[src/rtl/dsp_mac_sequencer.sv]
// Drives a DSP48A1 slice as a multiply-accumulate engine: accepts a job of LEN operand
// pairs, issues them to the slice with pipeline-aligned OPMODE and returns the dot product.
module dsp_mac_sequencer #(
  parameter int unsigned LEN_W    = 8,
  parameter int unsigned PIPE_LAT = 3,
  parameter int unsigned OPM_DLY  = 1
) (
  input  logic               clk,
  input  logic               rst,
  input  logic               start,
  input  logic [LEN_W-1:0]   len,
  output logic               busy,
  input  logic               in_valid,
  output logic               in_ready,
  input  logic [17:0]        in_a,
  input  logic [17:0]        in_b,
  output logic               res_valid,
  output logic [47:0]        res_data,
  output logic [17:0]        dsp_a,
  output logic [17:0]        dsp_b,
  output logic [7:0]         dsp_opmode,
  input  logic [47:0]        dsp_p
);

  localparam logic [7:0] OpmFirst = 8'h01;
  localparam logic [7:0] OpmAcc   = 8'h09;
  localparam logic [7:0] OpmHold  = 8'h08;

  typedef enum logic [1:0] {StIdle, StLoad, StDrain, StDone} state_e;

  typedef struct packed {
    logic valid;
    logic first;
    logic last;
  } tag_t;

  state_e               state_q, state_d;
  logic [LEN_W-1:0]     remaining_q, remaining_d;
  logic                 first_q, first_d;
  logic [47:0]          res_data_q, res_data_d;
  logic [17:0]          dsp_a_q, dsp_b_q;
  tag_t [PIPE_LAT:0]    tag_q;
  tag_t                 new_tag;
  tag_t                 opm_tag;
  tag_t                 out_tag;
  logic                 accept;

  assign in_ready = (state_q == StLoad) && (remaining_q != '0);
  assign accept   = in_ready && in_valid;
  assign opm_tag  = tag_q[OPM_DLY];
  assign out_tag  = tag_q[PIPE_LAT];

  always_comb begin
    state_d     = state_q;
    remaining_d = remaining_q;
    first_d     = first_q;
    res_data_d  = res_data_q;
    new_tag     = '0;
    if (accept) begin
      new_tag.valid = 1'b1;
      new_tag.first = first_q;
      new_tag.last  = (remaining_q == LEN_W'(1));
    end
    unique case (state_q)
      StIdle: begin
        if (start) begin
          if (len != '0) begin
            remaining_d = len;
            first_d     = 1'b1;
            state_d     = StLoad;
          end else begin
            res_data_d = '0;
            state_d    = StDone;
          end
        end
      end
      StLoad: begin
        if (accept) begin
          remaining_d = remaining_q - LEN_W'(1);
          first_d     = 1'b0;
          if (remaining_q == LEN_W'(1)) state_d = StDrain;
        end
      end
      StDrain: begin
        // P holds the whole sum once the last slot has travelled the full slice pipeline.
        if (out_tag.valid && out_tag.last) begin
          res_data_d = dsp_p;
          state_d    = StDone;
        end
      end
      StDone: state_d = StIdle;
      default: state_d = StIdle;
    endcase
  end

  always_comb begin
    dsp_opmode = OpmHold;
    if ((state_q == StLoad || state_q == StDrain) && opm_tag.valid) begin
      dsp_opmode = opm_tag.first ? OpmFirst : OpmAcc;
    end
  end

  always_ff @(posedge clk or posedge rst) begin
    if (rst) begin
      state_q     <= StIdle;
      remaining_q <= '0;
      first_q     <= 1'b0;
      res_data_q  <= '0;
      dsp_a_q     <= '0;
      dsp_b_q     <= '0;
      tag_q       <= '0;
    end else begin
      state_q     <= state_d;
      remaining_q <= remaining_d;
      first_q     <= first_d;
      res_data_q  <= res_data_d;
      tag_q       <= {tag_q[PIPE_LAT-1:0], new_tag};
      if (accept) begin
        dsp_a_q <= in_a;
        dsp_b_q <= in_b;
      end
    end
  end

  assign busy      = (state_q != StIdle);
  assign res_valid = (state_q == StDone);
  assign res_data  = res_data_q;
  assign dsp_a     = dsp_a_q;
  assign dsp_b     = dsp_b_q;

endmodule

[config.mk]
export PLATFORM = sky130hd
export DESIGN_NAME = dsp_mac_sequencer
export DESIGN_NICKNAME = d
export VERILOG_FILES = /design/src/rtl/dsp_mac_sequencer.sv
export SDC_FILE = /design/constraint.sdc
export NUM_CORES = 1
export LEC_CHECK = 0
export BUFFER_PORTS_ARGS = -buffer_cell sky130_fd_sc_hd__clkbuf_2
export CAP_MARGIN = 30
export CORE_MARGIN = 2
export CORE_UTILIZATION = 25
export CTS_CLUSTER_DIAMETER = 120
export DETAILED_ROUTE_END_ITERATION = 16
export PLACE_DENSITY = 0.52
export SLEW_MARGIN = 20
export SYNTH_ARGS = -nofsm -noshare
export SYNTH_HDL_FRONTEND = slang
export SYNTH_SLANG_ARGS = --single-unit
[constraint.sdc]
create_clock -name clk -period 3.3 [get_ports clk]
set_input_delay 0.66 -clock clk [delete_from_list [all_inputs] [get_ports clk]]
set_output_delay 0.66 -clock clk [all_outputs]
set_load 0.01 [all_outputs]
# After elaboration in Yosys (flattened, before gate mapping)
# Cells that the tools add are included.
[classes] n_eq_ne=10 add_sub_neg=1 muxes=21 n_reduce_logical=14
[op_table] op="48-bit 2-to-1 mux" n=3
[op_table] op="48-bit one-hot mux with 2 select lines" n=1
[op_table] op="8-bit 2-to-1 mux" n=3
[op_table] op="8-bit one-hot mux with 2 select lines" n=1
[op_table] op="8-bit nonzero test" n=2
[op_table] op="4-bit AND reduction" n=3
[op_table] op="2-bit 2-to-1 mux" n=5
[op_table] op="2-bit != test, second input constant" n=5
[op_table] op="8-bit by 1-bit == test with 1-bit output, second input constant" n=1
[op_table] op="4-bit 2-to-1 mux" n=2
[op_table] op="2-bit one-hot mux with 4 select lines" n=1
[op_table] op="8-bit by 1-bit subtractor with 8-bit output, second input constant" n=1
[op_table] op="2-bit nonzero test" n=3
[op_table] op="2-bit == test, second input constant" n=2
[op_table] op="1-bit logical AND" n=4
[op_table] op="1-bit 2-to-1 mux" n=3
[op_table] op="3-bit 2-to-1 mux" n=1
[op_table] op="2-bit by 1-bit == test with 1-bit output, second input constant" n=1
[op_table] op="2-bit logical NOT" n=1
[op_table] op="2-bit by 1-bit != test with 1-bit output, second input constant" n=1
[op_table] op="1-bit one-hot mux with 2 select lines" n=1
[op_table] op="1-bit logical OR" n=1
[word_totals] out_inout_bits=95 inputBits=96 elab_cells=62 register_bits=105

# Depth between registers and ports, before layout
[logic_depth] word_depth=5 mapped_depth=8 depth_no_buf=6

# Least setup slack after synthesis
# OpenSTA, ideal clock, no wires.
[synth_path] path_kind="in2reg" startpoint="in len[4]" endpoint="reg res_data_q[0], in the netlist res_data[0]" required_time_ns=3.221 setup_ns=0.079 arrival_ns=1.908 path_stages=6 setup_slack_ns=1.313 path_buffers=2 path_cell_list="nor4_4 -> a31oi_1 -> nor3_2 -> buf_4 -> buf_6 -> mux2i_1"
[synth_via] elab_chain_cells=3
[synth_rtl] item="from (decl)" line="11" source="input logic [LEN_W-1:0] len,"
[synth_rtl] item="8-bit nonzero test" line="67" source="if (len != '0) begin"
[synth_rtl] item="2-bit != test (no source line)"
[synth_rtl] item="4-bit AND reduction (no source line)"
[synth_rtl] item="to (signal assigned)" line="116" source="res_data_q <= res_data_d;"
[synth_rtl] item="to (decl)" line="40" source="logic [47:0] res_data_q, res_data_d;"
# No other way between the ends.
# A chain may end at the register's enable or synchronous reset.

# Worst setup path after layout
[layout_path] startpoint="reg state_q[1]" endpoint="out in_ready"
[layout_via] elab_chain_cells=2
[layout_rtl] item="from (decl)" line="37" source="state_e state_q, state_d;"
[layout_rtl] item="from (signal assigned)" line="105" source="state_q <= StIdle;"
[layout_rtl] item="from (signal assigned)" line="113" source="state_q <= state_d;"
[layout_rtl] item="2-bit by 1-bit == test with 1-bit output" line="48" source="assign in_ready = (state_q == StLoad) && (remaining_q != '0);"
[layout_rtl] item="1-bit logical AND" line="48"
[layout_rtl] item="to (decl)" line="14" source="output logic in_ready,"
# No other way between the ends.

==> results.md <==
- Top post-synthesis cells by area: dfrtp_1, mux2i_1, mux2_2
- Adder-cell area share of the yosys netlist: 0.0212
- Largest family of logic cells by synthesized area: multiplexers
- Area grow syn2layout: 31.8%
- Post-synth ARST share: 1.00
- Setup CP Type: flop to output port
- H-tree depth: 3
- Post-CTS Setup Inserts: 0
- Worst flop-to-flop path endpoint: remaining_q[0]$_DFFE_PP0P_
- Reg2reg path depth: 7
- Worst Setup Start Kind: flop
- Vias in the first global route: roughly 3800
- Critical Path Max Stage Delay: 0.47 ns
- CTS Sinks: 105
- Vias: 3582
- RSZ-0062 raised after global routing: no
- Die X: between 100 and 150 microns
- Congestion Overflow GR: 0
- Min-delay worst type: flop to flop
- Top-level port count: 191
- Worst-Margin Slew: about 0.57 ns
- Top FF cell, synth: dfrtp_1
- GPL Wtd Cong: 0.826
- Min-delay src: opm_tag[0]$_DFF_PP0_
- Hold path cells: 0
- Clk_skew: 0.0103 ns
- DRT iter0 DRCs: 138
- DR WL/cell: 13.9 microns
- Final hold violation count: 0
- Critical path arrival: slightly below 2 ns
- CP most frequent cell: inv_1
- R2r setup slk: between 0.9 and 1 ns
- CTS clk-pin slew, worst paths: around 0.080 ns
- CTS tree: yes
- N_diodes: 0
- Antenna violations before repair: 0
- XOR/XNOR Fraction of Synth Area: 0
- Avg Vias per Cell: 4.29
- Hold_ws: 0.350 ns
- Clk root buf: clkbuf_16
- Max Cap Viol: 0
- Post-Place Cells: 819
- Peak VDD IR: 0.308 mV
- Final slew viol count: 0
- Critical Path, Cell by Cell: inv_1 -> ha_1 -> inv_1 -> nor2_1 -> clkbuf_2
- Hpwl dp: around 8300 microns
- Yosys warns: 0
- Synth top area share: 0.557
- Syn Area/Cell: 11.5 sq um
- Outcome: finished, final reports clean
- Achievable Freq: roughly 380 MHz
- DIE AREA: roughly 0.02 sq mm
- Fraction of layout cells with a size suffix above 1: 0.408
- Crit. End Element: output port
- # nets final: 700
- Compound-Gate Fraction of Synth Area: 0.0599
- Top delay family on crit path: buffers and inverters
- First-pass GRT wire length: 18700 microns
- # rows: 50
- R2R Path Start: state_q[1]$_DFFE_PP0P_
- GRT Util Overall: 0.117
- TritonCTS Buffers: 9
- Final worst-path cycle share: 0.788
- DRT Wirelength: roughly 12000 microns
- Clk_lat worst skew: about 0.35 ns
- Max-slew headroom: 0.617
- Placed cell area: 0.00594 sq mm
- Multiplexer share of the synthesized area: 0.192
- Design Area, Final: 0.00622 sq mm
- PortBufs: 184
- Synth Cell Area: 0.00472 sq mm
- Buffers plus inverters on the worst setup path: 3
- Die height: ~140 microns
- First drt pass iteration count: 4
- Sequential-to-total area share from yosys stat: 0.557
- Top cell type by total area after synthesis: dfrtp_1
- Yosys cell types: 45
- Clock Path Buffers: 2
- Setup TNS: 0 ns
- Final setup fails: 0
- Non-Filler Instances: between 800 and 900
- PwrDens: 909 mW/mm^2
- DRT antenna net count: 0
- Synth Area in Simple Gates: 0.0941
- Synth Instances: 411
- Hold_buf cts: 0
- EDFF count, synth: 0
- Leakage: ~3.1 nW
- Peak fanout along the critical path: 12
- Initial core utilization: 0.253
- DRC: 0
- Min cycle time layout: ~2.6 ns
- Yosys reg bits: 105
- Pin count of the biggest net entering global routing: around 110
- Cts repair resizes: 0
- Critical Path RT: 2.64 ns
- Core Region: 0.0186 sq mm
- Hold endpoint: tag_q[6]$_DFF_PP0_
- CP max-delay cell: ha_1
## synthesized netlist by cell type, types with 2 or more instances
cell type / number
dfrtp_1: 105
inv_1: 59
nand2_1: 58
mux2i_1: 50
mux2_2: 28
nor2_1: 15
clkbuf_1: 8
ha_1: 8
mux2_1: 8
buf_4: 7
a31oi_1: 6
buf_2: 6
a21oi_1: 4
o22a_1: 4
nand3_1: 3
nor4_4: 3
o21ai_0: 3
a21o_1: 2
a2bb2oi_1: 2
a41oi_1: 2
and2_1: 2
and3_1: 2
buf_6: 2
nand4_1: 2
nor3_1: 2
## worst register-to-register path, delay by kind of cell, from the launching register on
kind / cells / cell delay, ns
flip-flops: 1 / 0.41
AND/OR/NAND/NOR: 1 / 0.17
adder cells (fa/ha/maj): 1 / 0.47
buffers and inverters: 2 / 0.59
AO/OA/AOI/OAI: 3 / 0.64
## area by class of cell
class                      count  area [sq um]
tap                          234           293
clock inverter                 7          61.3
clock buffer                   9           225
sequential                   105          2630
fill                        1927         12400
timing repair buffer         192          1020
inverter                      59           225
multi-input combinational    229          1770
## stage by stage
| stage | setup WS (ns) | util | total power [mW] |
|---|---|---|---|
| after floorplan | 1.31 | - | 3.73 |
| after global placement | 0.770 | 0.318 | 4.62 |
| after detailed placement | 0.677 | 0.318 | 4.68 |
| after CTS | 0.689 | 0.334 | 5.77 |
| after global routing | 0.581 | 0.334 | 6.08 |
| final | 0.699 | 0.334 | 5.66 |
## worst max path at each step
stage	cells past startpoint	endpoint	slack, ns	start
6_report	5	in_ready	0.70	state_q[1]$_DFFE_PP0P_
5_1_grt	5	in_ready	0.58	state_q[1]$_DFFE_PP0P_
4_1_cts	5	in_ready	0.69	state_q[1]$_DFFE_PP0P_
3_5_place_dp	6	res_data[17]$_DFFE_PP0P_	0.68	len[0]
3_3_place_gp	6	res_data[27]$_DFFE_PP0P_	0.77	len[0]
2_1_floorplan	6	res_data[0]$_DFFE_PP0P_	1.31	len[4]
## layer usage
layer	vias up	wire, microns	part of all wire	GRT usage
met5	-	0	0	0
met4	0	155	0.013	0.0453
met3	10	732	0.063	0.0243
met2	134	5530	0.48	0.192
met1	1711	5170	0.45	0.151
li1	1727	-	-	-
## cells in the final DEF (no fill, tap or decap), types with 3 or more instances in the layout
| cell | count |
|---|---|
| nor2_1 | 15 |
| o22a_1 | 4 |
| nand3_1 | 3 |
| clkbuf_2 | 184 |
| a21oi_1 | 4 |
| mux2_1 | 8 |
| buf_12 | 3 |
| buf_4 | 5 |
| mux2i_1 | 50 |
| o21ai_0 | 3 |
| nor4_4 | 3 |
| mux2_2 | 28 |
| a31oi_1 | 6 |
| nand2_1 | 58 |
| dfrtp_1 | 105 |
| ha_1 | 7 |
| conb_1 | 6 |
| inv_1 | 58 |
| clkbuf_16 | 9 |
## flip-flops by register name (all words and copies together), names as in the netlist
register     count
res_data        48
dsp_a           18
dsp_b           18
remaining_q      8
tag_q            5
opm_tag          3
out_tag          2
state_q          2
first_q          1
## where the power goes
part	switching (mW)	total, mW	internal [mW]
logic	1.34	2.50	1.16
clock network	0.518	1.05	0.527
registers	0.320	2.11	1.79
## cells by family (layout without fill, tap and decap cells)
kind of cell,count (synthesis),count (layout)
mux,86,86
simple gates,92,92
fa+ha+maj,8,8
flops,105,105
compound gates,37,37
other cells,1,6
buf+inv,82,267
Note: power is estimated with default switching activity, not from simulation.
